**src/rtl/vdp_pkg.sv**
```systemverilog
// Shared VDP definitions: register map, write targets, STATUS layout and the
// queued VRAM write entry used by every VDP writer.
package vdp_pkg;

  localparam logic [1:0] REG_ADDR_LO = 2'd0;
  localparam logic [1:0] REG_ADDR_HI = 2'd1;
  localparam logic [1:0] REG_DATA    = 2'd2;
  localparam logic [1:0] REG_CTRL    = 2'd3;

  localparam logic TARGET_NAME = 1'b0;
  localparam logic TARGET_TILE = 1'b1;

  localparam int VRAM_AW = 12;

  localparam int ST_FULL    = 7;
  localparam int ST_EMPTY   = 6;
  localparam int ST_OVF     = 5;
  localparam int ST_PHASE   = 4;
  localparam int ST_CNT_LSB = 0;

  typedef struct packed {
    logic               target;
    logic [VRAM_AW-1:0] addr;
    logic [15:0]        data;
  } wr_entry_t;

endpackage

```
**src/rtl/vdp_wr_fifo.sv**
```systemverilog
// Synchronous write-entry FIFO with occupancy count and flush; pushes on full
// are dropped, flush overrides any push/pop in the same cycle.
module vdp_wr_fifo
  import vdp_pkg::*;
#(
  parameter int DEPTH = 4,
  parameter int CNT_W = 3
) (
  input  logic             clk_i,
  input  logic             rst_n_i,
  input  logic             flush_i,
  input  logic             push_i,
  input  wr_entry_t        din_i,
  input  logic             pop_i,
  output wr_entry_t        dout_o,
  output logic [CNT_W-1:0] count_o,
  output logic             full_o,
  output logic             empty_o
);

  localparam int AW = $clog2(DEPTH);

  wr_entry_t        mem_q [DEPTH];
  logic [AW-1:0]    wr_ptr_q, rd_ptr_q;
  logic [CNT_W-1:0] count_q;
  logic             do_push, do_pop;

  assign full_o  = (count_q == CNT_W'(DEPTH));
  assign empty_o = (count_q == '0);
  assign do_push = push_i & ~full_o & ~flush_i;
  assign do_pop  = pop_i & ~empty_o & ~flush_i;
  assign dout_o  = mem_q[rd_ptr_q];
  assign count_o = count_q;

  always_ff @(posedge clk_i or negedge rst_n_i) begin
    if (!rst_n_i) begin
      wr_ptr_q <= '0;
      rd_ptr_q <= '0;
      count_q  <= '0;
    end else if (flush_i) begin
      wr_ptr_q <= '0;
      rd_ptr_q <= '0;
      count_q  <= '0;
    end else begin
      if (do_push) wr_ptr_q <= wr_ptr_q + AW'(1);
      if (do_pop)  rd_ptr_q <= rd_ptr_q + AW'(1);
      case ({do_push, do_pop})
        2'b10:   count_q <= count_q + CNT_W'(1);
        2'b01:   count_q <= count_q - CNT_W'(1);
        default: ;
      endcase
    end
  end

  // Storage needs no reset: nothing is visible while the FIFO is empty.
  always_ff @(posedge clk_i) begin
    if (do_push) mem_q[wr_ptr_q] <= din_i;
  end

endmodule

```
**src/rtl/vdp_host_port.sv**
```systemverilog
// CPU byte-register write port into VDP name/tile RAM with auto-incrementing pointer.
// Define VDP_HOST_IRQ_EN to add an irq output (drain complete / overflow, cleared by STATUS read).
module vdp_host_port
  import vdp_pkg::*;
#(
  parameter int FIFO_DEPTH = 4,
  parameter int CNT_W      = 3
) (
  input  logic        dot_clk,
  input  logic        reset_n,
  input  logic        cpu_cs,
  input  logic        cpu_we,
  input  logic [1:0]  cpu_reg,
  input  logic [7:0]  cpu_wdata,
  output logic [7:0]  cpu_rdata,
  output logic        wr_valid,
  input  logic        wr_ready,
  output logic        wr_target,
  output logic [11:0] wr_addr,
  output logic [15:0] wr_data
`ifdef VDP_HOST_IRQ_EN
  ,
  output logic        irq
`endif
);

  logic [12:0]        ptr_q, ptr_d;
  logic               phase_q, phase_d;
  logic [7:0]         latch_q, latch_d;
  logic               ovf_q, ovf_d;
  logic [7:0]         rdata_q, rdata_d;
  logic               push, pop, flush, full, empty;
  logic               wr_acc, rd_acc;
  logic [VRAM_AW-1:0] ptr_inc;
  logic [CNT_W-1:0]   count;
  logic [7:0]         status;
  wr_entry_t          push_entry, head;

  assign wr_acc  = cpu_cs & cpu_we;
  assign rd_acc  = cpu_cs & ~cpu_we;
  assign ptr_inc = ptr_q[VRAM_AW-1:0] + 12'd1;
  assign pop     = wr_valid & wr_ready;

  always_comb begin
    status                     = '0;
    status[ST_FULL]            = full;
    status[ST_EMPTY]           = empty;
    status[ST_OVF]             = ovf_q;
    status[ST_PHASE]           = phase_q;
    status[ST_CNT_LSB +: 3]    = (32'(count) > 32'd7) ? 3'd7 : 3'(count);
  end

  always_comb begin
    ptr_d      = ptr_q;
    phase_d    = phase_q;
    latch_d    = latch_q;
    ovf_d      = ovf_q;
    rdata_d    = rdata_q;
    push       = 1'b0;
    flush      = 1'b0;
    push_entry = '0;
    if (wr_acc) begin
      case (cpu_reg)
        REG_ADDR_LO: ptr_d[7:0] = cpu_wdata;
        REG_ADDR_HI: begin
          ptr_d[12:8] = cpu_wdata[4:0];
          phase_d     = 1'b0;
        end
        REG_DATA: begin
          // ptr[12] picks the RAM; the increment only ever touches ptr[11:0].
          if (ptr_q[12] == TARGET_TILE) begin
            push              = 1'b1;
            push_entry.target = TARGET_TILE;
            push_entry.addr   = ptr_q[VRAM_AW-1:0];
            push_entry.data   = {8'h00, cpu_wdata};
            ptr_d[11:0]       = ptr_inc;
          end else if (!phase_q) begin
            latch_d = cpu_wdata;
            phase_d = 1'b1;
          end else begin
            push              = 1'b1;
            push_entry.target = TARGET_NAME;
            push_entry.addr   = ptr_q[VRAM_AW-1:0];
            push_entry.data   = {latch_q, cpu_wdata};
            ptr_d[11:0]       = ptr_inc;
            phase_d           = 1'b0;
          end
        end
        default: begin
          if (cpu_wdata[0]) begin
            flush   = 1'b1;
            ovf_d   = 1'b0;
            phase_d = 1'b0;
          end
        end
      endcase
    end
    if (push && full) ovf_d = 1'b1;
    if (rd_acc) begin
      case (cpu_reg)
        REG_ADDR_LO: rdata_d = ptr_q[7:0];
        REG_ADDR_HI: rdata_d = {3'b000, ptr_q[12:8]};
        REG_DATA:    rdata_d = 8'h00;
        default:     rdata_d = status;
      endcase
    end
  end

  always_ff @(posedge dot_clk or negedge reset_n) begin
    if (!reset_n) begin
      ptr_q   <= '0;
      phase_q <= 1'b0;
      latch_q <= '0;
      ovf_q   <= 1'b0;
      rdata_q <= '0;
    end else begin
      ptr_q   <= ptr_d;
      phase_q <= phase_d;
      latch_q <= latch_d;
      ovf_q   <= ovf_d;
      rdata_q <= rdata_d;
    end
  end

  vdp_wr_fifo #(
    .DEPTH (FIFO_DEPTH),
    .CNT_W (CNT_W)
  ) u_fifo (
    .clk_i   (dot_clk),
    .rst_n_i (reset_n),
    .flush_i (flush),
    .push_i  (push),
    .din_i   (push_entry),
    .pop_i   (pop),
    .dout_o  (head),
    .count_o (count),
    .full_o  (full),
    .empty_o (empty)
  );

  assign cpu_rdata = rdata_q;
  assign wr_valid  = ~empty;
  assign wr_target = head.target;
  assign wr_addr   = head.addr;
  assign wr_data   = head.data;

`ifdef VDP_HOST_IRQ_EN
  logic irq_q, irq_set;

  // A push accepted alongside the last pop keeps the FIFO non-empty: no drain event.
  assign irq_set = (pop && !flush && (count == CNT_W'(1)) && !(push && !full))
                 || (push && full);

  always_ff @(posedge dot_clk or negedge reset_n) begin
    if (!reset_n)                             irq_q <= 1'b0;
    else if (irq_set)                         irq_q <= 1'b1;
    else if (rd_acc && cpu_reg == REG_CTRL)   irq_q <= 1'b0;
  end

  assign irq = irq_q;
`endif

endmodule

```
**config.mk**
```make
export PLATFORM = sky130hd
export DESIGN_NAME = vdp_host_port
export DESIGN_NICKNAME = d
export VERILOG_FILES = /design/src/rtl/vdp_pkg.sv /design/src/rtl/vdp_wr_fifo.sv /design/src/rtl/vdp_host_port.sv
export SDC_FILE = /design/constraint.sdc
export NUM_CORES = 1
export LEC_CHECK = 0
export ABC_CLOCK_PERIOD_IN_PS = 2900
export CORE_MARGIN = 2
export CORE_UTILIZATION = 58
export DETAILED_ROUTE_END_ITERATION = 8
export HOLD_SLACK_MARGIN = 0.15
export MAX_ROUTING_LAYER = met4
export PLACE_DENSITY = 0.78
export SYNTH_ARGS = -nofsm -noshare
export SYNTH_HDL_FRONTEND = slang
export SYNTH_SLANG_ARGS = --single-unit
```
**constraint.sdc**
```tcl
create_clock -name dot_clk -period 2.9 [get_ports dot_clk]
set_input_delay 0.58 -clock dot_clk [delete_from_list [all_inputs] [get_ports dot_clk]]
set_output_delay 0.58 -clock dot_clk [all_outputs]
set_load 0.01 [all_outputs]
```
======== Word-level counts from Yosys, hierarchy flattened ========
Memory sizes are Yosys's and may differ from the RTL's.
Index checks and enable logic that the tools add are counted.
storage, ports and cells
  bits in writable memories ............... 116
  memories ................................ 1
  bits in registers ....................... 38
  logic and storage cells ................. 87
  bits of input ports ..................... 15
cells by class
  reductions and logical operators ........ 18
  muxes and demuxes ....................... 31
  $add $sub $neg .......................... 5
  equal/unequal tests ..................... 8
  bitwise logic cells ..................... 14
memory list
  memory        words  bits a word  read ports  clocked after Yosys merged registers in  write ports  line               source
  u_fifo.mem_q  4      29           1           0                                        1            vdp_wr_fifo.sv:23  wr_entry_t mem_q [DEPTH];
operators by type and width
  operator                                                         count
  29-bit 2-to-1 mux                                                3
  28-bit 2-to-1 mux                                                1
  12-bit 2-to-1 mux                                                2
  8-bit case mux with 3 select lines                               1
  8-bit case mux with 2 select lines                               1
  1-bit 2-to-1 mux                                                 15
  12-bit by 1-bit adder with 12-bit output, second input constant  1
  2-bit nonzero test                                               6
  3-bit AND reduction                                              3
  2-bit 2-to-1 mux                                                 4
  4-bit case mux with 2 select lines                               1
  4-bit AND reduction                                              2
  1-bit bitwise AND                                                7
  1-bit inverter                                                   7
  3-bit case mux with 2 select lines                               1
  3-bit nonzero test                                               2
  2-bit by 1-bit adder with 2-bit output, second input constant    2
  2-bit by 1-bit == test with 1-bit output, second input constant  2
  2-bit == test, second input constant                             2
  3-bit by 1-bit adder with 3-bit output, second input constant    1
  3-bit == test, second input constant                             1
  3-bit logical NOT                                                1
  3-bit 2-to-1 mux                                                 1
  3-bit inequality test, second input constant                     1
  other kinds (8)                                                  8

======== Logic depth before layout (Yosys ltp) ========
  word-level depth ........................ 9
  depth in mapped cells ................... 9
  depth with buffers taken out ............ 7

======== Hierarchy ========
Synthesis repeated with hierarchy kept, for this count alone.
second synthesis, totals
  cell total of the unflattened synthesis .. 427
  area total of the unflattened synthesis .. 6598.8 um^2
by module, submodules not included
  module         times used  area an instance (um^2)  cells an instance  seq. area each (um^2)
  vdp_wr_fifo    1           4723.3                   215                3658.5
  vdp_host_port  1           1875.5                   212                775.7

======== Least setup slack after synthesis ========
Ideal clock, no wire load.
  path kind ............................... input -> register
  start ................................... input port cpu_reg[1]
  end ..................................... memory u_fifo.mem_q[0][0] (netlist bit) (enable)
  data required time ...................... 2511 ps
  library setup time ...................... 389 ps
  cell stages on the path ................. 5
  data arrival time ....................... 1902 ps
  path slack .............................. 609 ps
  cell sequence ........................... buf_6 > nand4b_4 > nor3_2 > buf_4 > and2_1
on the way
  word-level cells in the longest chain between the ends .. 8
ends and longest elaborated chain
  element                                      line                 source
  start, declared                              vdp_host_port.sv:13  input logic [1:0] cpu_reg,
  2-bit == test, or another cell as far along  vdp_host_port.sv:63  case (cpu_reg)
  3-bit OR reduction (no source line)          --
  1-bit 2-to-1 mux                             vdp_host_port.sv:63
  1-bit 2-to-1 mux                             vdp_host_port.sv:62  if (wr_acc) begin
  1-bit inverter                               vdp_wr_fifo.sv:30    assign do_push = push_i & ~full_o & ~flush_i;
  1-bit bitwise AND *                          vdp_wr_fifo.sv:30
  1-bit 2-to-1 mux *                           vdp_wr_fifo.sv:57    if (do_push) mem_q[wr_ptr_q] <= din_i;
  1-bit 2-to-1 mux (not written as such) *     vdp_wr_fifo.sv:57
  end, declared                                vdp_wr_fifo.sv:23
Mark *: on every way between the ends. The rest lies on a longest branch, timed or not.

======== Worst setup path in the final report ========
  start ................................... register u_fifo.rd_ptr_q[0]
  end ..................................... output port wr_data[2]
on the way
  word-level cells in the longest chain between the ends .. 1
ends and longest elaborated chain
  element                 line                 source
  start, declared         vdp_wr_fifo.sv:24    logic [AW-1:0] wr_ptr_q, rd_ptr_q;
  start signal, assigned  vdp_wr_fifo.sv:46    if (do_pop) rd_ptr_q <= rd_ptr_q + AW'(1);
  memory read 4 x 29 bit  --
  end, declared           vdp_host_port.sv:20  output logic [15:0] wr_data
No other way between the ends.

==> results by stage <==
Synthesis:
- After synthesis, the cell types taking the most area are sky130_fd_sc_hd__edfxtp_1 53%, sky130_fd_sc_hd__dfrtp_1 14%, sky130_fd_sc_hd__mux4_2 9.9%.
- The post-synthesis instance area is around 6600 um2.
- Synthesis inferred 154 register bits.
- The dominant register cell in the synthesized netlist is sky130_fd_sc_hd__edfxtp_1.
- The number of different library cells used by synthesis comes to 54.
- The post-synthesis sequential area ratio is 67.5%.
- The top cell type by total area after synthesis is sky130_fd_sc_hd__edfxtp_1.
- The count of mapped cells out of synthesis is between 400 and 500.
- The mean instance size in the synthesized netlist is 16.0 um2.
- Synthesis produced a netlist with a net count of 431.
- The number of warnings issued by yosys is 0.
- The number of enable-type register cells in the synthesized netlist is 116.
- The top cell type by area accounts for 53.1% of the synthesized area.
- In the synthesized netlist the async set-or-reset flop fraction comes to 24.7%.

Floorplanning:
- The standard-cell row count is 38.
- The initial utilization of the core area, before any placement, comes to roughly three fifths.
- The boundary pin count is 53.
- Measured along the x axis, the die boundary spans 110 um.
- The floorplan step defined a die boundary enclosing 12200 um2.
- Measured along the y axis, the die boundary spans 110 um.
- The core outline area is between 10000 and 15000 um2.

Clocking:
- The clock passes through at most 2 buffers.
- Once the clock tree was built, the setup fixing pass inserted 0 buffers.
- The CTS tree is yes.
- The CTS clock-pin slew for the worst setup and hold paths is 70 ps.
- Clock latency on the worst-skew pair, taken at its later pin, is about 430 ps.
- The CTS buffer count is 17.
- The master cell of the clock root buffer is sky130_fd_sc_hd__clkbuf_16.
- The level count of the clock H-tree is 4.
- The TritonCTS sink count is 154.
- The number of gates resized after CTS was 0.
- The number of buffers inserted for hold repair after clock tree synthesis is 0.

GRT:
- The aggregate global-route resource usage is 25.8%.
- The number of global-route vias before repair is 4073.
- The global-route wire length before repair is approximately 22 mm.
- The remaining global-route overflow is 0.
- Entering global routing, the biggest net connects 39 pins.
- The number of antenna violations at the first check in global routing is 0.

Placement:
- Prior to clock tree synthesis, the placed netlist has a worst setup slack of 247 ps.
- The cell area after placement is 7350 um2.
- Input and output buffers added on the ports amount to 52.
- Routability-driven placement finished with a final weighted congestion of 0.894.
- Summed over all nets, the half-perimeter wirelength after detailed placement is 8.61 mm.

STA:
- Setup repair after global routing left no endpoint under its margin.
- Measured against its own limit, the worst slew margin works out to 40.7%.
- The final count of pins violating max slew is 0.
- The total negative slack for setup checks is 0 ps.
- The maximum clock frequency is 364 MHz.
- The count of final setup violators is 0.
- The least setup slack across all paths after layout is 151 ps.
- On the final layout, the worst hold slack is ~270 ps.
- The final critical-path required period is 2750 ps.
- At the pin with the least slew margin, the transition time is 889 ps.
- The number of failing hold endpoints at the final stage is 0.
- The setup clock skew after layout is 11.7 ps.
- The part of the cycle the worst path needs is a little over nine tenths.

Final layout:
- The number of antenna cells inserted is 0.
- With fillers left out, the area of the finished cells amounts to 7910 um2.
- The number of nets in the layout is ~500.
- Measured on the finished design, the core utilization comes to 72.3%.
- The area growth from synthesis to layout is 20.5%.
- In the final layout, the share of cells above drive strength 1 is 19.8%.

Worst setup path:
- The kind of end point of the critical path is an output port.
- The largest fanout on the critical path is 29.
- The type of the worst setup path is reg -> out.
- For the worst setup path, the data required time is 2320 ps.
- The type of origin of the critical path is a register.
- Data arrives at the worst endpoint at 2170 ps.

Routing:
- The first detailed-routing pass took 4 iterations.
- In this run the remaining antenna-violating nets after routing total 0.
- The routed via count divided by cell count is 6.10.
- The number of design rule violations left after detail routing is 0.
- The number of design-rule violations left by the first detailed-router iteration is 405.
- The via count of the routed design is 3844.
- The average wire per cell in the routed design is 21.4 um.
- The routed design has 13.5 mm of wire.

Power and ir drop:
- In this run the power density over the cells is roughly 860 nW/um2.
- The leakage power summed over all cells is ~3 nW.
- The maximum ir drop on the vdd rail is around 0.45 mV.

Status:
- The run finished with clean final reports.

Run:
- The reported max-cap violation count is 0.

Worst hold path:
- The path class of the tightest hold or removal check is in -> async.
-- metal layers --
layer,vias up,track usage (%),part of all wire (%)
met5,-,-,0
met4,0,8.30,1.8
met3,26,7.05,5.8
met2,139,40.3,51
met1,1949,33.5,42
li1,1730,-,-
-- logic make-up after synthesis --
logic type      Yosys count  share of synthesized area [%]
flops                   154                           67.5
simple gates            112                           9.64
compound gates           60                           6.16
mux                      47                           12.9
buf+inv                  28                           2.12
fa+ha+maj                 6                           1.26
xor+xnor                  3                          0.400
-- area by class of cell --
| type | instances | area, um2 |
|---|---|---|
| sequential | 154 | 4440 |
| fill | 686 | 3020 |
| multi-input combinational | 228 | 1990 |
| timing repair buffer | 69 | 718 |
| clock buffer | 17 | 425 |
| tap | 140 | 175 |
| clock inverter | 15 | 139 |
| inverter | 7 | 26.3 |
-- registers in the layout, indices dropped and copies added, names as in the netlist --
register	count
u_fifo.wr_ptr_q	2
u_fifo.count_o	3
u_fifo.rd_ptr_q	2
latch_q	8
ovf_q	1
ptr_q	13
cpu_rdata	8
phase_q	1
u_fifo.mem_q	116
-- through the flow --
step / std cells / power (mW)
after detailed placement: 598 / 4.74
after floorplan: 410 / 3.92
final: 630 / 6.79
after global placement: 598 / 4.70
after global routing: 630 / 7.12
after CTS: 630 / 6.85
-- cell usage after synthesis, types with 2 or more instances --
master,count
sky130_fd_sc_hd__edfxtp_1,116
sky130_fd_sc_hd__dfrtp_1,38
sky130_fd_sc_hd__mux4_2,29
sky130_fd_sc_hd__nand2_1,27
sky130_fd_sc_hd__and3_1,22
sky130_fd_sc_hd__a21oi_1,15
sky130_fd_sc_hd__and2_1,15
sky130_fd_sc_hd__nor2_1,11
sky130_fd_sc_hd__o21ai_0,11
sky130_fd_sc_hd__mux2_2,10
sky130_fd_sc_hd__buf_2,9
sky130_fd_sc_hd__clkbuf_1,8
sky130_fd_sc_hd__mux2i_1,8
sky130_fd_sc_hd__inv_1,7
sky130_fd_sc_hd__nand3_1,7
sky130_fd_sc_hd__ha_1,5
sky130_fd_sc_hd__nand2b_1,5
sky130_fd_sc_hd__nor3_1,5
sky130_fd_sc_hd__o22ai_1,5
sky130_fd_sc_hd__nor2b_1,4
sky130_fd_sc_hd__o31ai_1,4
sky130_fd_sc_hd__a21o_1,3
sky130_fd_sc_hd__a22oi_1,3
sky130_fd_sc_hd__a2bb2oi_1,3
sky130_fd_sc_hd__a31oi_1,3
sky130_fd_sc_hd__and4_1,2
sky130_fd_sc_hd__and4b_1,2
sky130_fd_sc_hd__buf_4,2
sky130_fd_sc_hd__buf_6,2
sky130_fd_sc_hd__nand4_1,2
sky130_fd_sc_hd__o21a_1,2
sky130_fd_sc_hd__or3_1,2
sky130_fd_sc_hd__xor2_1,2
-- path summary, 6_finish.rpt --
path | startpoint | to | slack [ps] | cells after the start
worst min register to register | cpu_rdata[1] | cpu_rdata[1] | 490 | 2
worst max-delay path | u_fifo.rd_ptr_q[0] | wr_data[2] | 150 | 3
worst min-delay path | reset_n | cpu_rdata[2] | 270 | 1
worst max register to register | u_fifo.count_o[0] | u_fifo.count_o[2] | 800 | 6
max in group asynchronous | reset_n | u_fifo.rd_ptr_q[0] | 2010 | 1
min in group dot_clk | cpu_rdata[1] | cpu_rdata[1] | 490 | 2
-- critical path, stage by stage, from the launching register on --
cell                              delay, ps
sky130_fd_sc_hd__dfrtp_2                400
sky130_fd_sc_hd__buf_12                 250
sky130_fd_sc_hd__mux4_2                 570
sky130_fd_sc_hd__clkdlybuf4s50_1        500
-- power by group --
part | switching, mW | internal [mW] | total (mW)
sequential | 0.245 | 2.57 | 2.82
clock | 0.902 | 1.19 | 2.10
combinational | 0.846 | 1.03 | 1.88
total | 1.99 | 4.80 | 6.79
-- cells in the final DEF, fill, tap and decap left out, types with 7 or more instances in the layout --
cell	count
sky130_fd_sc_hd__clkdlybuf4s50_1	51
sky130_fd_sc_hd__dfrtp_1	37
sky130_fd_sc_hd__mux4_2	29
sky130_fd_sc_hd__edfxtp_1	116
sky130_fd_sc_hd__inv_6	7
sky130_fd_sc_hd__and3_1	22
sky130_fd_sc_hd__clkbuf_16	17
sky130_fd_sc_hd__buf_4	11
sky130_fd_sc_hd__mux2i_1	8
sky130_fd_sc_hd__o21ai_0	11
sky130_fd_sc_hd__nand2_1	27
sky130_fd_sc_hd__nand3_1	7
sky130_fd_sc_hd__nor2_1	11
sky130_fd_sc_hd__a21oi_1	15
sky130_fd_sc_hd__inv_1	7
sky130_fd_sc_hd__mux2_2	10
sky130_fd_sc_hd__and2_1	15
No activity file was read; power rests on OpenSTA's default activity.
